## src/rtl/gyro_pkg.sv

```systemverilog
// Shared types and sizing constants for the gyro heading integrator.
package gyro_pkg;

  typedef enum logic [1:0] {
    StIdle = 2'd0,
    StCal  = 2'd1,
    StRun  = 2'd2
  } state_e;

  localparam int unsigned CAL_N_FAST = 16;
  localparam int unsigned CAL_N_FULL = 2048;
  localparam int unsigned ACC_W_FAST = 23;
  localparam int unsigned ACC_W_FULL = 27;

endpackage

```

## src/rtl/gyro_heading_integ_if.sv

```systemverilog
// Sample/control bundle between the inertial front end and the heading integrator.
interface gyro_heading_integ_if;
  logic               strt_cal;
  logic               vld;
  logic signed [15:0] yaw_rt;
  logic               moving;
  logic               lftIR;
  logic               rghtIR;
  logic               cal_done;
  logic               rdy;
  logic        [11:0] heading;

  modport master (
    output strt_cal, vld, yaw_rt, moving, lftIR, rghtIR,
    input  cal_done, rdy, heading
  );

  modport slave (
    input  strt_cal, vld, yaw_rt, moving, lftIR, rghtIR,
    output cal_done, rdy, heading
  );
endinterface

```

## src/rtl/yaw_offset_cal.sv

```systemverilog
// Averages CalN yaw samples into a signed gyro offset; offset is kept across restarts.
module yaw_offset_cal #(
  parameter int unsigned CalN = 16
) (
  input  logic               clk,
  input  logic               rst_n,
  input  logic               clr,
  input  logic               vld,
  input  logic signed [15:0] yaw_rt,
  output logic signed [15:0] offset,
  output logic               last_sample
);

  localparam int unsigned Shift = $clog2(CalN);

  logic        [11:0] cnt_q;
  logic signed [26:0] sum_q;
  logic signed [26:0] sum_d;
  logic signed [26:0] avg;
  logic signed [15:0] offset_q;

  assign sum_d       = sum_q + {{11{yaw_rt[15]}}, yaw_rt};
  assign avg         = sum_d >>> Shift;
  assign last_sample = vld && !clr && (cnt_q == 12'(CalN - 1));
  assign offset      = offset_q;

  always_ff @(posedge clk or negedge rst_n) begin
    if (!rst_n) begin
      cnt_q    <= '0;
      sum_q    <= '0;
      offset_q <= '0;
    end else if (clr) begin
      cnt_q <= '0;
      sum_q <= '0;
    end else if (vld) begin
      cnt_q <= cnt_q + 12'd1;
      sum_q <= sum_d;
      if (last_sample) offset_q <= avg[15:0];
    end
  end

endmodule

```

## src/rtl/gyro_heading_integ.sv

```systemverilog
// Offset-calibrated yaw-rate integrator producing a wrapping 12-bit heading with IR drift nudges.
module gyro_heading_integ
  import gyro_pkg::*;
#(
  parameter int unsigned FAST_SIM = 8
) (
  input logic                 clk,
  input logic                 rst_n,
  gyro_heading_integ_if.slave bus
);

  localparam int unsigned AccW = (FAST_SIM != 0) ? ACC_W_FAST : ACC_W_FULL;
  localparam int unsigned CalN = (FAST_SIM != 0) ? CAL_N_FAST : CAL_N_FULL;
  localparam logic [AccW-1:0] Nudge = AccW'(1) << (AccW - 14);

  state_e state_q, state_d;

  logic               cal_vld, run_vld, acc_en, acc_clr;
  logic               cal_done_d, rdy_d, cal_done_q, rdy_q;
  logic               last_sample;
  logic signed [15:0] offset;
  logic signed [16:0] diff;
  logic signed [15:0] comp;
  logic [AccW-1:0]    nudge;
  logic [AccW-1:0]    acc_q, acc_d;

  yaw_offset_cal #(
    .CalN (CalN)
  ) u_cal (
    .clk         (clk),
    .rst_n       (rst_n),
    .clr         (bus.strt_cal),
    .vld         (cal_vld),
    .yaw_rt      (bus.yaw_rt),
    .offset      (offset),
    .last_sample (last_sample)
  );

  always_ff @(posedge clk or negedge rst_n) begin
    if (!rst_n) state_q <= StIdle;
    else        state_q <= state_d;
  end

  always_comb begin
    state_d = state_q;
    unique case (state_q)
      StIdle:  if (bus.strt_cal) state_d = StCal;
      StCal:   if (!bus.strt_cal && last_sample) state_d = StRun;
      StRun:   if (bus.strt_cal) state_d = StCal;
      default: state_d = StIdle;
    endcase
  end

  // strt_cal wins over a coincident vld: the sample is dropped everywhere.
  always_comb begin
    cal_vld    = (state_q == StCal) && bus.vld && !bus.strt_cal;
    run_vld    = (state_q == StRun) && bus.vld && !bus.strt_cal;
    acc_en     = run_vld && bus.moving;
    acc_clr    = last_sample;
    cal_done_d = last_sample;
    rdy_d      = run_vld;
  end

  always_comb begin
    diff = {bus.yaw_rt[15], bus.yaw_rt} - {offset[15], offset};
    comp = diff[15:0];
    if (diff[16] != diff[15]) comp = diff[16] ? 16'sh8000 : 16'sh7fff;
  end

  always_comb begin
    nudge = '0;
    unique case ({bus.lftIR, bus.rghtIR})
      2'b10:   nudge = -Nudge;
      2'b01:   nudge = Nudge;
      default: nudge = '0;
    endcase
    acc_d = acc_q + {{(AccW - 16){comp[15]}}, comp} + nudge;
  end

  always_ff @(posedge clk or negedge rst_n) begin
    if (!rst_n) begin
      acc_q      <= '0;
      cal_done_q <= 1'b0;
      rdy_q      <= 1'b0;
    end else begin
      cal_done_q <= cal_done_d;
      rdy_q      <= rdy_d;
      if (acc_clr)     acc_q <= '0;
      else if (acc_en) acc_q <= acc_d;
    end
  end

  assign bus.cal_done = cal_done_q;
  assign bus.rdy      = rdy_q;
  assign bus.heading  = acc_q[AccW-1 -: 12];

endmodule

```

## src/flat_wrapper.sv

```systemverilog
// flat-port wrapper written by rule: the top's interface ports become plain ports
module gyro_heading_integ_flat import gyro_pkg::*;
#(
  parameter int unsigned FAST_SIM = 8
)
  (clk, rst_n, bus_strt_cal, bus_vld, bus_yaw_rt, bus_moving, bus_lftIR, bus_rghtIR, bus_cal_done, bus_rdy, bus_heading);
  gyro_heading_integ_if bus_i ();
  input logic clk;
  input logic rst_n;
  input wire logic [$bits(bus_i.strt_cal)-1:0] bus_strt_cal;
  input wire logic [$bits(bus_i.vld)-1:0] bus_vld;
  input wire logic [$bits(bus_i.yaw_rt)-1:0] bus_yaw_rt;
  input wire logic [$bits(bus_i.moving)-1:0] bus_moving;
  input wire logic [$bits(bus_i.lftIR)-1:0] bus_lftIR;
  input wire logic [$bits(bus_i.rghtIR)-1:0] bus_rghtIR;
  output wire logic [$bits(bus_i.cal_done)-1:0] bus_cal_done;
  output wire logic [$bits(bus_i.rdy)-1:0] bus_rdy;
  output wire logic [$bits(bus_i.heading)-1:0] bus_heading;
  assign bus_i.strt_cal = bus_strt_cal;
  assign bus_i.vld = bus_vld;
  assign bus_i.yaw_rt = bus_yaw_rt;
  assign bus_i.moving = bus_moving;
  assign bus_i.lftIR = bus_lftIR;
  assign bus_i.rghtIR = bus_rghtIR;
  assign bus_cal_done = bus_i.cal_done;
  assign bus_rdy = bus_i.rdy;
  assign bus_heading = bus_i.heading;
  gyro_heading_integ #(.FAST_SIM(FAST_SIM)) u_core (.clk(clk), .rst_n(rst_n), .bus(bus_i));
endmodule
```

## config.mk

```make
export PLATFORM = sky130hd
export DESIGN_NAME = gyro_heading_integ_flat
export DESIGN_NICKNAME = d
export VERILOG_FILES = /design/src/rtl/gyro_pkg.sv /design/src/rtl/gyro_heading_integ_if.sv /design/src/rtl/yaw_offset_cal.sv /design/src/rtl/gyro_heading_integ.sv /design/src/flat_wrapper.sv
export SDC_FILE = /design/constraint.sdc
export NUM_CORES = 1
export LEC_CHECK = 0
export BUFFER_PORTS_ARGS = -buffer_cell sky130_fd_sc_hd__buf_2
export CORE_MARGIN = 5
export CORE_UTILIZATION = 40
export CTS_BUF_LIST = sky130_fd_sc_hd__clkbuf_16
export CTS_CLUSTER_SIZE = 14
export DETAILED_ROUTE_END_ITERATION = 6
export GPL_ROUTABILITY_DRIVEN = 0
export SLEW_MARGIN = 40
export SYNTH_ARGS = -nofsm -noshare
export SYNTH_HDL_FRONTEND = slang
export SYNTH_SLANG_ARGS = --single-unit
```

## constraint.sdc

```tcl
create_clock -name clk -period 16.75 [get_ports clk]
set_clock_uncertainty 0.2 [all_clocks]
set_input_delay 0.8375 -clock clk [delete_from_list [all_inputs] [get_ports clk]]
set_output_delay 0.8375 -clock clk [all_outputs]
set_load 0.02 [all_outputs]
```

; ---- Yosys cells after proc, flatten, opt, wreduce, memory -nomap -nowiden
; Index checks and enable logic that the tools add are counted.
[classes]
n_addsub = 5
n_eq_ne = 8
muxes = 12
bitwise_logic = 1
n_reduce_logical = 15
[op_table]
columns = op, count
row1 = $mux 27, 2
row2 = $add 23x23->23, 2
row3 = $mux 23, 2
row4 = $pmux 23 s2, 1
row5 = $mux 16, 2
row6 = $add 27x27->27, 1
row7 = $mux 12, 2
row8 = $sub 16x16->17, 1
row9 = $add 12x1->12 const B, 1
row10 = $eq 12x4->1 const B, 1
row11 = $logic_and 1x1->1, 8
row12 = $eq 2x1->1 const B, 2
row13 = $eq 2x2->1 const B, 2
row14 = $mux 2, 2
row15 = $ne 2x1->1 const B, 2
row16 = $pmux 2 s2, 1
row17 = $reduce_bool 2->1, 2
row18 = $reduce_and 3->1, 1
row19 = $logic_not 2->1, 1
row20 = $reduce_and 2->1, 1
row21 = $reduce_or 2->1, 1
row22 = $logic_not 1->1, 1
row23 = $ne 1x1->1, 1
row24 = $not 1->1, 1
[word_totals]
regBits = 82
inputBits = 23

; ---- Longest topological paths before layout
; Gate-level depths: netlist of run 1.
[depth]
depth_word = 8
depth_mapped = 26

; ---- Hierarchy
; Synthesis of run 1 repeated with hierarchy kept, for this count alone.
[unflattened]
cells_unflattened = 787
area_unflattened_um2 = 6841.6
[by_module_without_submodules]
columns = mod, n_inst, cells_per_inst, area_each_um2, seq_area_each_um2
row1 = gyro_heading_integ, 1, 453, 3693.5, 675.6
row2 = yaw_offset_cal, 1, 334, 3148.0, 1201.2

; ---- Worst setup path before layout of run 1
; OpenSTA, ideal clock, no wires.
[synth_timing]
kind = input to register
startpoint = input port bus_yaw_rt[2]
endpoint = register u_core.acc_q[19]
arrival_ps = 5648
t_required_ps = 16428
slack_ps = 10780
stages = 24
cell_sequence = ha_1 > o21ai_0 > a21oi_1 > o41a_1 > a221o_1 > a21oi_1 > xnor2_1 > ha_1 > nand3_1 > clkbuf_1 > o21ai_0 > ha_1 > ha_1 > inv_1 > fa_1 > nor2b_1 > o21a_1 > o21ai_0 > a21oi_1 > a211oi_2 > o21ai_1 > o31a_1 > or3_1 > a32o_1
[synth_via]
elab_chain_len = 7
word_cells_on_any_way = 8
classes_between = add/sub: 3 / eq/ne: 1 / mux: 4
[synth_rtl]
columns = item, line_no
row1 = "start, declared", flat_wrapper.sv:12  ; input wire logic [$bits(bus_i.yaw_rt)-1:0] bus_yaw_rt;
row2 = $sub 16x16->17 (*), gyro_heading_integ.sv:65  ; diff = {bus.yaw_rt[15], bus.yaw_rt} - {offset[15], offset};
row3 = $mux 16 / $ne 1x1->1 (equally long branches), gyro_heading_integ.sv:67  ; if (diff[16] != diff[15]) comp = diff[16] ? 16'sh8000 : 16'sh7fff;
row4 = $mux 16 (*), gyro_heading_integ.sv:67
row5 = $add 23x23->23 (*) (2 in a row), gyro_heading_integ.sv:77  ; acc_d = acc_q + {{(AccW - 16){comp[15]}}, comp} + nudge;
row6 = $mux 23 (*), gyro_heading_integ.sv:89  ; else if (acc_en) acc_q <= acc_d;
row7 = $mux 23 (*), gyro_heading_integ.sv:88  ; if (acc_clr) acc_q <= '0;
row8 = "end signal, assigned", gyro_heading_integ.sv:82  ; acc_q <= '0;
row9 = "end signal, assigned", gyro_heading_integ.sv:88
row10 = "end signal, assigned", gyro_heading_integ.sv:89
row11 = "end, declared", gyro_heading_integ.sv:25  ; logic [AccW-1:0] acc_q, acc_d;
; Mark *: on every way between the ends. The rest lies on a longest branch, timed or not. The select of a mux whose other input is x is not followed.
; A chain may end at the register's enable or synchronous reset.

; ---- Final worst setup path of run 1
; Same ends and word-level chain as after synthesis.

==> results of run 1 <==
## state kept, by name, summed over array words and instances (netlist names)
signal and flops:
u_core.u_cal.offset 16, u_core.bus.rdy 1, u_core.u_cal.sum_q 20, u_core.bus.cal_done 1, u_core.u_cal.cnt_q 12, u_core.state_q 2
u_core.acc_q 23
## synthesized netlist by cell type (5+ instances only)
| library cell | n |
|---|---|
| buf_4 | 12 |
| a21oi_1 | 52 |
| inv_1 | 34 |
| nor3_1 | 10 |
| o21ai_0 | 66 |
| and3_1 | 7 |
| a21o_1 | 20 |
| xor2_1 | 31 |
| dfrtp_1 | 75 |
| ha_1 | 68 |
| clkbuf_1 | 20 |
| fa_1 | 16 |
| nand2b_1 | 8 |
| nand3_1 | 23 |
| a31oi_1 | 5 |
| xnor2_1 | 29 |
| o21a_1 | 6 |
| nand2_1 | 95 |
| o21bai_1 | 8 |
| a211oi_1 | 9 |
| nor2_1 | 54 |
## layer usage
metal,up-vias,part of all wire,GRT usage
met1,2316,0.46,0.205
met2,100,0.47,0.272
met4,0,0.022,0.0537
li1,2514,-,-
met5,-,0,0
met3,24,0.045,0.0472
## stage by stage
| step | hold WS (ps) | power [uW] |
|---|---|---|
| 3_5_place_dp | 271 | 352 |
| 5_1_grt | 294 | 595 |
| 6_report | 282 | 560 |
| 4_1_cts | 286 | 568 |
| 3_3_place_gp | 268 | 348 |
| 2_1_floorplan | 250 | 316 |
## where the power goes
part           switching [uW]  internal [uW]  leakage (uW)  total (uW)
clock                    90.3            120      0.000155         210
sequential               4.00            188      0.000965         192
combinational            93.4           65.1       0.00222         158
total                     188            372       0.00334         560
## worst max-delay path: stages
cell and delay [ps]:
buf_2 120, ha_1 340, o21ai_0 200, a21oi_1 100
o41a_1 380, a221o_1 330, a21oi_1 250, xnor2_1 110
ha_1 500, nand3_1 380, o21ai_0 240, fa_1 470
ha_1 390, a21oi_1 170, a21oi_1 120, or2_2 290
nor2b_1 150, a211oi_2 300, o21ai_1 170, o31a_1 260
or3_1 310, a32o_1 260
## cell type report
class,count,share of cell area
multi-input combinational,566,0.588
tap,188,0.0350
sequential,75,0.279
clock inverter,7,0.0130
inverter,34,0.0190
timing repair buffer,40,0.0322
clock buffer,9,0.0335
## how the worst min path moves through the flow
stage / endpoint / slack, ps
2_1_floorplan: u_core.u_cal.offset[0] / 250
3_3_place_gp: u_core.u_cal.offset[15] / 270
3_5_place_dp: u_core.u_cal.offset[3] / 270
4_1_cts: u_core.u_cal.offset[3] / 290
5_1_grt: u_core.u_cal.offset[8] / 290
6_report: u_core.u_cal.offset[3] / 280
## logic make-up after synthesis
family / share of synthesized area
AND/OR/NAND/NOR: 0.166
AO/OA/AOI/OAI: 0.199
multiplexers: 0.00347
buffers and inverters: 0.0478
XOR/XNOR: 0.0858
adder cells (fa/ha/maj): 0.191
flip-flops: 0.306
==> flow_summary.json, run 1 <==
{
  "initial_core_util": 0.406,
  "core-area_um2": 15100,
  "required_ps": 16800,
  "numPortBuffers": 36,
  "dp_hpwl_um": 10600,
  "die_height_um": 134,
  "ctsResizeCount": 0,
  "startpoint": "bus_yaw_rt[2]",
  "totalWireLength_um": 14200,
  "hold_buffers": 0,
  "rows": 45,
  "rsz0062_at_grt": "false",
  "nFillCells": 1465,
  "seq_area_frac_synth": 0.306,
  "cp-end-kind": "register",
  "slew_headroom": 0.529,
  "synth.top_cell.area_share": 0.306,
  "clock_latency_ps": 360,
  "clockRootBuffer": "clkbuf_16",
  "critPathKind": "in2reg",
  "h-tree-depth": 3,
  "syn_avg_cell_area_um2": 8.66,
  "hp-class": "reg2reg",
  "nets": 833,
  "routedWlPerCell_um": 15.4,
  "ys.flop_type": "dfrtp_1",
  "yosysWarnings": 0,
  "multi_input_area_um2": 3960,
  "ant_nets": 0,
  "critPathMaxFanout": 16,
  "die-area_um2": 17900,
  "status": "finished clean",
  "p_per_area_nw_per_um2": 83.2,
  "clk_path_buf_depth": 2,
  "synthCells": 707,
  "hold_path_depth": 2,
  "die_w_um": 134,
  "final_cell_mix": "nand2_1 (94), dfrtp_1 (75), ha_1 (67)",
  "slew_viol_final": 0,
  "antenna_found_initial": 0,
  "cap_viol_max_count": 0,
  "syn2layout_area_growth_pct": 9.87,
  "grt_pass1_wl_um": 23600,
  "r2r_setup_slack_ps": 10360,
  "antenna_cells": 0,
  "min_from": "u_core.u_cal.offset[3]",
  "postLayoutCoreUtil": 0.446,
  "syn-num-nets": 814,
  "cts.sink_count": 75,
  "setup_tns_ps": 0,
  "hold_viol": 0,
  "setup_slack_ps": 10120,
  "seq_area_um2": 1880,
  "worstMarginPinSlew_ps": 707,
  "grt_pass1_vias": 4941,
  "drt-initial-drc-count": 236,
  "clk_pin_slew_ps": 70,
  "synthDistinctLibCells": 54,
  "final_cell_area_um2": 6730,
  "critPathLaunchType": "input pin",
  "finalNonFillerCells": 919,
  "final_common_cell": "nand2_1",
  "drcViolationCount": 0,
  "via_per_inst": 5.39,
  "postCtsSetupBuffers": 0,
  "synth_edf_count": 0,
  "cp_data_arrival_time_ps": 6680,
  "max_freq_mhz": 151,
  "setup_viol": 0,
  "synth_seq_cells": 75,
  "fin_crit_ps": 6630,
  "p_leak_uw": 0.00334,
  "endpoint": "u_core.acc_q[19]",
  "vdd_ir_drop_max_mv": 0.0565,
  "rr_endpoint": "u_core.acc_q[19]",
  "dp_cells": 903,
  "vias": 4954,
  "grt.total_usage": 0.164,
  "async_flop_share": 1.00,
  "synthTopCellsByArea": "dfrtp_1 (31%), ha_1 (14%), nand2_1 (5.8%)",
  "grt_max_degree": 76,
  "netlist_area_um2": 6120,
  "drt-pass1-iter-count": 5,
  "grt-ovfl-total": 0,
  "pin_count": 37,
  "r2r_start": "u_core.u_cal.offset[2]",
  "cts_tree": "done",
  "numCtsBuffers": 9,
  "place_ws_ps": 9800,
  "dpl_cell_area_um2": 6410,
  "rr_worst_depth": 22,
  "finalCritPeriodShare": 0.396,
  "drive_above_1_share": 0.0944,
  "yosysTopAreaCell": "dfrtp_1"
}
No activity file was read; power rests on OpenSTA's default activity.
==> run 2, diff against run 1 <==
--- a/config.mk
+++ b/config.mk
@@ -5,6 +5,7 @@
 export SDC_FILE = /design/constraint.sdc
 export NUM_CORES = 1
 export LEC_CHECK = 0
+export ABC_AREA = 1
 export BUFFER_PORTS_ARGS = -buffer_cell sky130_fd_sc_hd__buf_2
 export CORE_MARGIN = 5
 export CORE_UTILIZATION = 40
==> constraint.sdc (replaced) <==
create_clock -name clk -period 6.4 [get_ports clk]
set_clock_uncertainty 0.2 [all_clocks]
set_input_delay 0.32 -clock clk [delete_from_list [all_inputs] [get_ports clk]]
set_output_delay 0.32 -clock clk [all_outputs]
set_load 0.02 [all_outputs]
==> flow_summary.json, run 2 <==
{
  "status": "finished clean",
  "p_leak_uw": 0.00373,
  "crit_family": "adder cells",
  "nets": 1017,
  "drcViolationCount": 0,
  "largest-register": "u_core.acc_q",
  "fin_crit_ps": 5110,
  "synth.top_cell.area_share": 0.286,
  "pin_count": 37,
  "routedWlPerCell_um": 14.7,
  "pwr-share-clk": 0.340,
  "synth_xor_area_frac": 0.0321,
  "core-area_um2": 16000,
  "grt.total_usage": 0.179,
  "yosys.area_share.simple": 0.254,
  "cp-end-kind": "register",
  "seq_area_frac_synth": 0.286,
  "path_cells": "ha_1 > fa_1 > inv_1 > nand3_1 > nand2_1 > nand2_1 > nand2_1 > nand2_1 > nand3_1 > nand2_1 > ha_1 > nand2_1 > o21ai_0 > fa_1 > ha_1 > nand2_1 > nor2_1 > nand2_1 > o21ai_0 > nand3_1 > nand2_1 > a21oi_1 > o21ai_0 > nand2_1",
  "synth_seq_cells": 75,
  "cap_viol_max_count": 0,
  "drive_above_1_share": 0.0951,
  "pwr-share-comb": 0.309,
  "power.internal_uw": 915,
  "max_freq_mhz": 196,
  "netlist_area_um2": 6550,
  "cp_common_cell": "nand2_1",
  "final_cell_mix": "nand2_1 (211), inv_1 (97), o21ai_0 (79)",
  "totalWireLength_um": 16600,
  "ctsResizeCount": 0,
  "yosysWarnings": 0,
  "numPortBuffers": 36,
  "clk_path_buf_depth": 2,
  "grt_pass1_wl_um": 28400,
  "syn_avg_cell_area_um2": 7.41,
  "yosysMostFrequentCell": "nand2_1",
  "slew_headroom": 0.467,
  "p_switching_uw": 534,
  "antenna_cells": 0,
  "synth.area.mux_share": 0,
  "drt-initial-drc-count": 329,
  "syn2layout_area_growth_pct": 9.41,
  "critPathSlowestCell": "ha_1",
  "setup_tns_ps": 0,
  "via_per_inst": 5.20,
  "numCtsBuffers": 9,
  "h-tree-depth": 3,
  "required_ps": 6450,
  "initial_core_util": 0.410,
  "synthDistinctLibCells": 43,
  "synthTopCellsByArea": "dfrtp_1 (29%), ha_1 (13%), nand2_1 (12%)",
  "largest_register_ffs": 23,
  "power.share.switching": 0.369,
  "finalCritPeriodShare": 0.798,
  "slowest_delay_ps": 520,
  "yosysTopAreaCell": "dfrtp_1",
  "die_w_um": 138,
  "critPathLaunchType": "register",
  "setup_viol": 0,
  "grt_max_degree": 76,
  "vdd_ir_drop_max_mv": 0.138,
  "hp-class": "in2reg",
  "synth_top_family_by_area": "simple AND/OR/NAND/NOR gates",
  "antenna_found_initial": 0,
  "worstMarginPinSlew_ps": 799,
  "seq_power_share": 0.351,
  "vias": 5885,
  "cts_tree": "done",
  "dp_cells": 1114,
  "clk_pin_slew_ps": 70,
  "postCtsSetupBuffers": 0,
  "hold_viol": 0,
  "rsz0062_at_grt": "false",
  "cp_data_arrival_time_ps": 5150,
  "hold_buffers": 1,
  "synth_fa_ha_area_frac": 0.179,
  "cp_num_buf_inv": 1,
  "dpl_cell_area_um2": 6880,
  "dp_hpwl_um": 12800,
  "ys.flop_type": "dfrtp_1",
  "syn-num-nets": 991,
  "critPathMaxFanout": 14,
  "p_per_area_nw_per_um2": 202,
  "grt_pass1_vias": 5806,
  "slew_viol_final": 0,
  "cts.sink_count": 75,
  "rows": 46,
  "grt-ovfl-total": 0,
  "synthCells": 884,
  "critPathKind": "reg2reg",
  "ant_nets": 0,
  "die_height_um": 138,
  "final_common_cell": "nand2_1",
  "clockRootBuffer": "clkbuf_16",
  "drt-pass1-iter-count": 5,
  "die-area_um2": 19000,
  "yosys-top-cells-count": "nand2_1 (211), inv_1 (97), o21ai_0 (79), dfrtp_1 (75), a21oi_1 (72)",
  "clock_latency_ps": 350,
  "final_cell_area_um2": 7170,
  "async_flop_share": 1.00,
  "finalNonFillerCells": 1131,
  "synth_edf_count": 0,
  "synth_compound_area_frac": 0.169
}
## run 2: cell types whose count changed in the layout (fill, tap and decap cells not counted), moves of 17 or more
| cell | delta |
|---|---|
| nand2_1 | +117 |
| inv_1 | +63 |
| nand3_1 | +29 |
| a21oi_1 | +20 |
| xnor2_1 | -19 |
| xor2_1 | -17 |
## run 2: worst paths after layout
| path | start | endpoint | slack, ps | cells past startpoint |
|---|---|---|---|---|
| setup / recovery | u_core.u_cal.offset[0] | u_core.acc_q[17] | 1290 | 24 |
| hold / removal | bus_vld | u_core.bus.rdy | 50 | 3 |
| setup reg to reg | u_core.u_cal.offset[0] | u_core.acc_q[17] | 1290 | 24 |
| hold reg to reg | u_core.u_cal.sum_q[17] | u_core.u_cal.sum_q[17] | 280 | 2 |
| max in group asynchronous | rst_n | u_core.u_cal.sum_q[8] | 5170 | 2 |
| min in group asynchronous | rst_n | u_core.acc_q[17] | 370 | 2 |
## run 2: cell type report
class                      instances  area [um^2]
fill                            1711         8830
clock inverter                     7         53.8
clock buffer                       9          225
sequential                        75         1880
multi-input combinational        685         4160
tap                              216          270
inverter                         101          379
timing repair buffer              38          206
## run 2: worst min-delay path: cells and delay by family
kind	cells	cell delay, ps
buf+inv	2	180
simple gates	1	60
## run 2: cell families (layout without fill, tap and decap cells)
logic type | count (synthesis) | after routing
AND/OR/NAND/NOR | 377 | 377
AO/OA/AOI/OAI | 200 | 200
buffers and inverters | 124 | 155
adder cells (fa/ha/maj) | 84 | 84
flip-flops | 75 | 75
XOR/XNOR | 24 | 24
## run 2: metrics by stage
stage	power (uW)	hold slack (ps)	util	worst slack (ps)
after global placement	957	267	0.429	1410
after detailed placement	960	223	0.430	1240
after global routing	1550	56.6	0.448	820
after floorplan	845	-176	-	2130
after CTS	1460	42.7	0.448	1350
final	1450	53.6	0.448	1290
## run 2: metal layers
metal	up-vias	GRT usage	wire, um
met4	0	0.0447	272
met2	117	0.280	7420
met3	19	0.0421	792
met5	-	0	0
li1	3009	-	-
met1	2740	0.250	8090
## run 2: power by group through the flow
stage | sequential [uW] | clock (uW) | combinational, uW
2_1_floorplan | 514 | 0 | 331
3_3_place_gp | 517 | 0 | 440
3_5_place_dp | 518 | 0 | 443
4_1_cts | 509 | 508 | 447
5_1_grt | 511 | 525 | 516
6_report | 509 | 493 | 448
